**src/rtl/gouram_arb_pkg.sv**
```systemverilog
// gouram_arb_pkg: shared FSM state encoding and timestamp width for signal_query_arbiter.
package gouram_arb_pkg;
    typedef enum logic [2:0] {IDLE, ISSUE, WAIT, RESPOND, ERROR_RESP} arb_state_e;
    localparam int ARB_TS_WIDTH = 32;
endpackage

```
**src/rtl/signal_query_arbiter_rr_picker.sv**
```systemverilog
// rr_picker: combinational round-robin priority encoder; first request strictly after i_rr wins.
module rr_picker #(
    parameter int N = 3,
    localparam int W = $clog2(N)
) (
    input  logic [N-1:0] i_req,
    input  logic [W-1:0] i_rr,
    output logic [W-1:0] o_grant,
    output logic         o_any
);
    always_comb begin
        o_grant = '0;
        o_any   = |i_req;
        // Scan farthest-first so the nearest requester after i_rr overwrites last.
        for (int k = N; k >= 1; k--) begin
            if (i_req[(int'(i_rr) + k) % N]) o_grant = W'((int'(i_rr) + k) % N);
        end
    end
endmodule

```
**src/rtl/signal_query_arbiter.sv**
```systemverilog
// signal_query_arbiter: shares one signal-history buffer query port between NUM_REQ trackers.
// Optional wait-state timeout enabled by defining ARB_TIMEOUT_EN.
module signal_query_arbiter
    import gouram_arb_pkg::*;
#(
    parameter int NUM_REQ        = 3,
    parameter int RESULT_WIDTH   = 32,
    parameter int BUFFER_DEPTH   = 256,
    parameter int TIMEOUT_CYCLES = 64,
    localparam int GW = $clog2(NUM_REQ)
) (
    input  logic                            clk,
    input  logic                            rst_n,
    input  logic [ARB_TS_WIDTH-1:0]         counter,
    input  logic [NUM_REQ-1:0]              req_valid,
    input  logic [NUM_REQ*ARB_TS_WIDTH-1:0] req_time,
    output logic [NUM_REQ-1:0]              req_ready,
    output logic [NUM_REQ-1:0]              rsp_valid,
    output logic [RESULT_WIDTH-1:0]         rsp_data,
    output logic                            rsp_error,
    output logic [GW-1:0]                   grant_id,
    output logic [ARB_TS_WIDTH-1:0]         buf_value_o,
    output logic                            buf_recalc_o,
    input  logic                            buf_data_valid_i,
    input  logic [RESULT_WIDTH-1:0]         buf_result_i
);
    arb_state_e                r_state;
    logic [GW-1:0]             r_rr;
    logic [GW-1:0]             r_grant;
    logic [ARB_TS_WIDTH-1:0]   r_time;
    logic [NUM_REQ-1:0]        r_req_ready;
    logic [NUM_REQ-1:0]        r_rsp_valid;
    logic [RESULT_WIDTH-1:0]   r_result;
    logic [RESULT_WIDTH-1:0]   r_rsp_data;
    logic                      r_rsp_error;
    logic [ARB_TS_WIDTH-1:0]   r_buf_value;
    logic                      r_recalc;
`ifdef ARB_TIMEOUT_EN
    logic [15:0]               r_wait_cnt;
`endif
    logic [GW-1:0]             w_pick;
    logic                      w_any;
    logic signed [ARB_TS_WIDTH-1:0] w_diff;
    logic [ARB_TS_WIDTH-1:0]   w_off;
    logic                      w_oor;

    rr_picker #(.N(NUM_REQ)) u_pick (
        .i_req   (req_valid),
        .i_rr    (r_rr),
        .o_grant (w_pick),
        .o_any   (w_any)
    );

    // Future timestamps clamp to offset 0; offsets past the history depth bypass the buffer.
    assign w_diff = $signed(counter) - $signed(r_time);
    assign w_off  = w_diff[ARB_TS_WIDTH-1] ? '0 : w_diff;
    assign w_oor  = w_off >= ARB_TS_WIDTH'(BUFFER_DEPTH);

    always_ff @(posedge clk) begin
        if (!rst_n) begin
            r_state     <= IDLE;
            r_rr        <= GW'(NUM_REQ - 1);
            r_grant     <= '0;
            r_time      <= '0;
            r_req_ready <= '0;
            r_rsp_valid <= '0;
            r_result    <= '0;
            r_rsp_data  <= '0;
            r_rsp_error <= 1'b0;
            r_buf_value <= '0;
            r_recalc    <= 1'b0;
`ifdef ARB_TIMEOUT_EN
            r_wait_cnt  <= '0;
`endif
        end else begin
            r_req_ready <= '0;
            r_rsp_valid <= '0;
            case (r_state)
                IDLE: if (w_any) begin
                    r_req_ready <= NUM_REQ'(1) << w_pick;
                    r_time      <= req_time[ARB_TS_WIDTH*int'(w_pick) +: ARB_TS_WIDTH];
                    r_grant     <= w_pick;
                    r_state     <= ISSUE;
                end
                ISSUE: begin
`ifdef ARB_TIMEOUT_EN
                    r_wait_cnt <= '0;
`endif
                    if (w_oor) r_state <= ERROR_RESP;
                    else begin
                        r_buf_value <= w_off;
                        r_recalc    <= 1'b1;
                        r_state     <= WAIT;
                    end
                end
                WAIT: if (buf_data_valid_i) begin
                    r_result <= buf_result_i;
                    r_recalc <= 1'b0;
                    r_state  <= RESPOND;
                end
`ifdef ARB_TIMEOUT_EN
                else if (r_wait_cnt == 16'(TIMEOUT_CYCLES - 1)) begin
                    r_recalc <= 1'b0;
                    r_state  <= ERROR_RESP;
                end else r_wait_cnt <= r_wait_cnt + 16'd1;
`endif
                RESPOND: begin
                    r_rsp_valid <= NUM_REQ'(1) << r_grant;
                    r_rsp_data  <= r_result;
                    r_rsp_error <= 1'b0;
                    r_rr        <= r_grant;
                    r_state     <= IDLE;
                end
                ERROR_RESP: begin
                    r_rsp_valid <= NUM_REQ'(1) << r_grant;
                    r_rsp_data  <= '0;
                    r_rsp_error <= 1'b1;
                    r_rr        <= r_grant;
                    r_state     <= IDLE;
                end
                default: r_state <= IDLE;
            endcase
        end
    end

    assign req_ready    = r_req_ready;
    assign rsp_valid    = r_rsp_valid;
    assign rsp_data     = r_rsp_data;
    assign rsp_error    = r_rsp_error;
    assign grant_id     = r_grant;
    assign buf_value_o  = r_buf_value;
    assign buf_recalc_o = r_recalc;
endmodule
```
**config.mk**
```make
export PLATFORM = sky130hd
export DESIGN_NAME = signal_query_arbiter
export DESIGN_NICKNAME = d
export VERILOG_FILES = /design/src/rtl/gouram_arb_pkg.sv /design/src/rtl/signal_query_arbiter_rr_picker.sv /design/src/rtl/signal_query_arbiter.sv
export SDC_FILE = /design/constraint.sdc
export NUM_CORES = 1
export LEC_CHECK = 0
export ABC_AREA = 0
export ABC_CLOCK_PERIOD_IN_PS = 5500
export CAP_MARGIN = 20
export CORE_ASPECT_RATIO = 0.75
export CORE_MARGIN = 4
export CORE_UTILIZATION = 40
export CTS_BUF_LIST = sky130_fd_sc_hd__clkbuf_4
export DETAILED_ROUTE_END_ITERATION = 8
export GPL_TIMING_DRIVEN = 0
export PLACE_DENSITY = 0.7
export SETUP_SLACK_MARGIN = 0.2
export SKIP_CTS_REPAIR_TIMING = 1
export SYNTH_ARGS = -nofsm -noshare
export SYNTH_HDL_FRONTEND = slang
export SYNTH_HIERARCHICAL = 1
export SYNTH_SLANG_ARGS = --single-unit
```
**constraint.sdc**
```tcl
create_clock -name clk -period 5.5 [get_ports clk]
set_input_delay 0.55 -clock clk [delete_from_list [all_inputs] [get_ports clk]]
set_output_delay 0.55 -clock clk [all_outputs]
set_load 0.005 [all_outputs]
```
Yosys cells after proc, flatten, opt, wreduce, memory -nomap -nowiden
Cells that the tools add are included.

Add/sub/neg operators: 4. Multipliers: 0. Div/mod/pow operators: 3. Order comparisons: 4. Eq/ne operators: 7. Shift-type cells: 3. Muxes and demuxes: 22. Bitwise operators: 1. Reductions and logical operators: 12.

Operators with widths (count): < comparator 32 x 4 -> 1 bit, second input constant (3); modulo 32 x 3 -> 32 bit, second input constant (3); indexed part select 96 x 8 -> 32 bit (1); case mux 32 bit (2 select lines) (1); subtractor 32 bit (1); >= comparator 31 x 9 -> 1 bit, second input constant (1); 2-to-1 mux 31 bit (1); AND reduction 2 bit (5); 2-to-1 mux 3 bit (3); case mux 3 bit (3 select lines) (1); 2-to-1 mux 1 bit (8); adder 2 x 2 -> 3 bit, second input constant (2); binary-select mux 1 bit (select 2 bit) (3); equality test 3 x 2 -> 1 bit, second input constant (2); 2-to-1 mux 2 bit (3); AND reduction 3 bit (2); << shifter 1 x 2 -> 3 bit, first input constant (2); inequality test 2 bit, second input constant (2); case mux 1 bit (2 select lines) (2); nonzero test 2 bit (2); adder 2 x 1 -> 3 bit, second input constant (1); equality test 3 x 1 -> 1 bit, second input constant (1); equality test 3 bit, second input constant (1); logical NOT 3 bit (1); 4 further kinds (4).

Bits in registers: 143. Latch bits: 0. Memory bits (writable): 0. ROM bits: 0. Input bits: 166. Word-level logic and storage cells: 67. Memories kept: 0.

Logic depth before layout (Yosys ltp)
Word-level depth: 9. Gate-level depth with buffers: 14.

By module
The synthesis kept the hierarchy.

Modules (own cells, without submodules): signal_query_arbiter (instances 1, cells an instance 878, area each 7653.6 µm², sequential area each 2842.7 µm²); rr_picker (instances 1, cells an instance 20, area each 150.1 µm², sequential area each 0.0 µm²).

Least setup slack after synthesis
No wires, ideal clock.

Path kind: input to register. From: in counter[0]. To: reg r_buf_value[28] (netlist: buf_value_o[28]). Library setup time: 0.116 ns. Arrival: 3.286 ns. Required time: 5.384 ns. Setup slack: 2.099 ns. Stages: 14. Cell sequence: inv_1 -> ha_1 -> fa_1 -> nand2b_1 -> a21oi_2 -> o21ai_2 -> a21boi_0 -> o32ai_1 -> or4b_1 -> nor4_1 -> and4_2 -> o21ai_2 -> buf_6 -> and3_1.

Word-level cells in the longest chain between the ends: 5.

RTL lines: from (decl) (RTL line signal_query_arbiter.sv:14) `input logic [ARB_TS_WIDTH-1:0] counter,`; subtractor 32 bit (*) (RTL line signal_query_arbiter.sv:55) `assign w_diff = $signed(counter) - $signed(r_time);`; 2-to-1 mux 31 bit (*) (RTL line signal_query_arbiter.sv:56) `assign w_off = w_diff[ARB_TS_WIDTH-1] ? '0 : w_diff;`; >= comparator 31 x 9 -> 1 bit (RTL line signal_query_arbiter.sv:57) `assign w_oor = w_off >= ARB_TS_WIDTH'(BUFFER_DEPTH);`; inverter 1 bit (no source line); AND reduction 2 bit (no source line); to (signal assigned) (RTL line signal_query_arbiter.sv:91) `r_buf_value <= w_off;`; to (decl) (RTL line signal_query_arbiter.sv:36) `logic [ARB_TS_WIDTH-1:0] r_buf_value;`.

Every way passes the cells marked *; elsewhere a longest branch is shown, timed or not. A chain may end at the register's enable or synchronous reset.

Final worst setup path
From: in counter[0]. To: reg r_buf_value[17] (netlist: buf_value_o[17]).

Same word-level chain as after synthesis.

==> summary.txt <==
Setup path
  • Crit path max fanout: 10
  • CP endpoint: buf_value_o[17]$_SDFFE_PN0P_
  • Setup crit end kind: flop
  • CP required: roughly 6.0 ns
  • Worst r2r src: r_time[0]$_SDFFE_PN0P_
  • FF-to-FF End: buf_value_o[17]$_SDFFE_PN0P_
  • Reg-to-reg setup timing slack: approximately 1.5 ns
  • CP Launch Type: primary input
  • Worst setup path startpoint: counter[0]
  • CP Class: primary input to flop
  • Crit path DAT: between 4 and 5 ns
  • Reg2reg path depth: 13

Floorplan
  • Core Region: approximately 19000 um2
  • Die Height: ~130 um
  • Placement Rows: 43
  • Starting Density: roughly two fifths
  • IO Pins: 240
  • Die width: about 170 um
  • Total die area: 21800 um2

Yosys
  • Cell Area, Synth: just under 8000 um2
  • EDFF count, synth: 0
  • Synth Flop Type: dfxtp_1
  • Yosys warns: 6
  • Unique cell type count in the Yosys netlist: 72
  • Synth Net Count: roughly 1100
  • Post-Syn Instances: 898
  • Register bit total from synthesis: approximately 140
  • Async SR Flop Fraction: 0%
  • Seq/Total Area, Yosys: 36.4%
  • Synth Area per Inst: ~8.7 um2

Drt
  • DRT Pass-1 Iters: 7
  • Vias per cell: about 5.4
  • Residual DRC: 0
  • Routed via count: 7619
  • Post-Route WL: about 27000 um
  • Final antenna-violating net count: 0
  • WL per Instance: approximately 19 um
  • Initial DRC count: around 550

Flow run
  • Max cap viols: 0

Clock network
  • CTS tree: built
  • CTS Buffer Depth: 2
  • Clock slew at reported path FFs: ~0.13 ns
  • Worst-Skew Late Latency: 0.56 ns
  • CTS sink count: ~140
  • Root buffer selected by CTS: clkbuf_4
  • TritonCTS Buffers: 17
  • H-tree depth: 4

GRT
  • Initial antenna violation count: 1
  • Vias in the first global route: between 7000 and 8000
  • Global-route wire length before repair: around 41000 um
  • Total gr overflow: 0
  • Tot GR Track Use: a little under a quarter
  • Largest net degree at the start of global routing: 17

Finish
  • Fraction of final layout cells sized beyond drive strength 1: roughly 6.4%
  • # fillers: 1801
  • Area grow syn2layout: 38.0%
  • Sequential cell area: between 2000 and 3000 um2
  • Footprint of the multi-input gates: 4450 um2
  • Fin nets: between 1000 and 1500

STA
  • Achievable frequency: about 240 MHz
  • Slew headroom: roughly 33%
  • Fin Setup TNS: 0 ns
  • Max-slew violation count: 0
  • Tcrit/Tclk final: 76.2%
  • Tightest Pin Transition: 1.00 ns
  • Final clock skew: around 0.018 ns
  • Final Setup Violations: 0
  • RSZ-0062 raised after global routing: no
  • Hold Violations, Final: 0
  • Final Critical Period: between 4 and 5 ns

Pwr
  • Sw Pwr: 1900 uW
  • Combinational Power Share: 53.6%
  • Register share of total power: a little under a third
  • Max IR drop VDD: roughly 180 uV
  • Clock power share: ~16%
  • Sw frac: 45.1%
  • Leak Pwr: 0.00430 uW
  • Total power: approximately 4200 uW
  • Int Power: between 2000 and 2500 uW
  • P per Cell Area: about 400 nW/um2

Run status
  • Status: complete, no violations

Hold path
  • Hold Crit Class: flop to flop
  • Depth of the worst hold-timing path: 2

Place
  • Number of port buffers: 237
  • Hpwl dp: between 20000 and 25000 um
  • Placer's final routability congestion estimate: 0.921
==> registers in the layout (all words and copies together), names as in the netlist <==
signal / flops
r_result: 32
r_time: 32
rsp_data: 32
buf_value_o: 31
r_state: 3
req_ready: 3
rsp_valid: 3
grant_id: 2
r_rr: 2
buf_recalc_o: 1
rsp_error: 1
==> how the worst min path moves through the flow <==
stage	start	endpoint	slack (ns)
6_report	r_result[0]$_SDFFE_PN0P_	r_result[0]$_SDFFE_PN0P_	0.47
5_1_grt	buf_result_i[25]	r_result[25]$_SDFFE_PN0P_	0.47
4_1_cts	buf_result_i[25]	r_result[25]$_SDFFE_PN0P_	0.47
3_5_place_dp	rsp_data[4]$_SDFFE_PN0P_	rsp_data[4]$_SDFFE_PN0P_	0.46
3_3_place_gp	r_result[29]$_SDFFE_PN0P_	r_result[29]$_SDFFE_PN0P_	0.45
2_1_floorplan	r_result[0]$_SDFFE_PN0P_	r_result[0]$_SDFFE_PN0P_	0.44
==> cell usage after synthesis (all sizes together), types with 4 or more instances <==
cell type    n  area (um2)
o22ai        4        25.0
a22o        32         280
mux2i       40         400
and3        25         156
nor3b        6        45.0
xnor2        4        35.0
and2        11        68.8
o21bai       5        48.8
a21o         7        52.6
a21oi       40         264
buf         24         164
nor2b        5        31.3
o21ai       36         188
o21a         9        68.8
o2111ai      4        35.0
a221oi       5        62.6
or3          4        25.0
clkbuf      46         173
nand3        9        45.0
o41ai        4        35.0
a21boi      36         274
inv         47         176
dfxtp      142        2840
nand4       13        81.3
o211ai      38         290
ha          34         425
nor2        21        78.8
nor3        13        65.1
o211a       32         320
nand2b       9        56.3
xor2         7        61.3
nand2      138         518
o311ai       4        35.0
o2bb2ai      8        70.1
==> per-stage QoR <==
step / instance area (um2) / cells / worst slack [ns] / hold slack, ns / util (%)
detailed placement: 10500 / 1382 / 0.814 / 0.457 / 55.7
finish: 10800 / 1416 / 1.31 / 0.473 / 57.2
CTS: 10800 / 1414 / 1.42 / 0.468 / 57.2
floorplan: 7800 / 898 / 2.10 / 0.444 / -
global placement: 10500 / 1382 / 0.804 / 0.452 / 55.7
global route: 10800 / 1416 / 1.29 / 0.470 / 57.2
==> layer usage <==
layer | global-route usage, % | share of wire, %
met1 | 34.9 | 50
met2 | 35.4 | 42
met3 | 5.44 | 6.8
met4 | 6.01 | 1.5
met5 | 0 | 0
==> cell usage in the layout, fill, tap and decap left out, types with 11 or more instances in the layout <==
master,instances
and3_1,25
a21oi_1,31
and2_1,11
a22o_1,32
inv_1,47
clkbuf_4,18
clkbuf_1,46
nand2_1,138
o211a_1,32
nor2_1,21
nand4_1,13
o211ai_1,37
mux2i_1,40
clkdlybuf4s50_1,237
o21ai_0,27
ha_1,34
nor3_1,13
dfxtp_1,142
a21boi_0,35
==> cell type report <==
type	count	area share, %
well taps	247	2.87
diodes	1	0.0232
plain buffers	70	3.12
clock inverters	14	1.35
clock buffers	18	1.25
inverters	47	1.64
repair buffers	238	22.1
flip-flops and latches	142	26.4
multi-input cells	639	41.3
==> power by group through the flow <==
stage | Sequential, uW | Combinational (uW) | Clock [uW]
global placement | 1280 | 2220 | 0
global route | 1280 | 2480 | 759
CTS | 1260 | 2240 | 713
detailed placement | 1290 | 2230 | 0
finish | 1270 | 2260 | 692
floorplan | 1260 | 1540 | 0
==> logic make-up (layout without fill, tap and decap cells) <==
| kind of cell | Yosys count | count (layout) | synth area share (%) |
|---|---|---|---|
| mux | 40 | 40 | 5.13 |
| compound gates | 282 | 282 | 28.2 |
| other cells | 1 | 2 | 0.0481 |
| simple gates | 270 | 270 | 16.7 |
| fa+ha+maj | 35 | 35 | 5.71 |
| xor+xnor | 11 | 11 | 1.23 |
| flops | 142 | 142 | 36.4 |
| buf+inv | 117 | 387 | 6.57 |
==> worst max-delay path, cell delays in order <==
cell and delay [ns]:
clkdlybuf4s50_1 0.46, inv_1 0.04, ha_1 0.21, fa_1 0.39
nand2b_1 0.20, a21oi_2 0.28, o2111ai_1 0.31, a31oi_1 0.53
o21ai_0 0.28, xnor2_1 0.18, nor4_1 0.37, and4_2 0.36
o21ai_2 0.11, buf_6 0.18, and3_1 0.18
No activity file was read; power rests on OpenSTA's default activity.
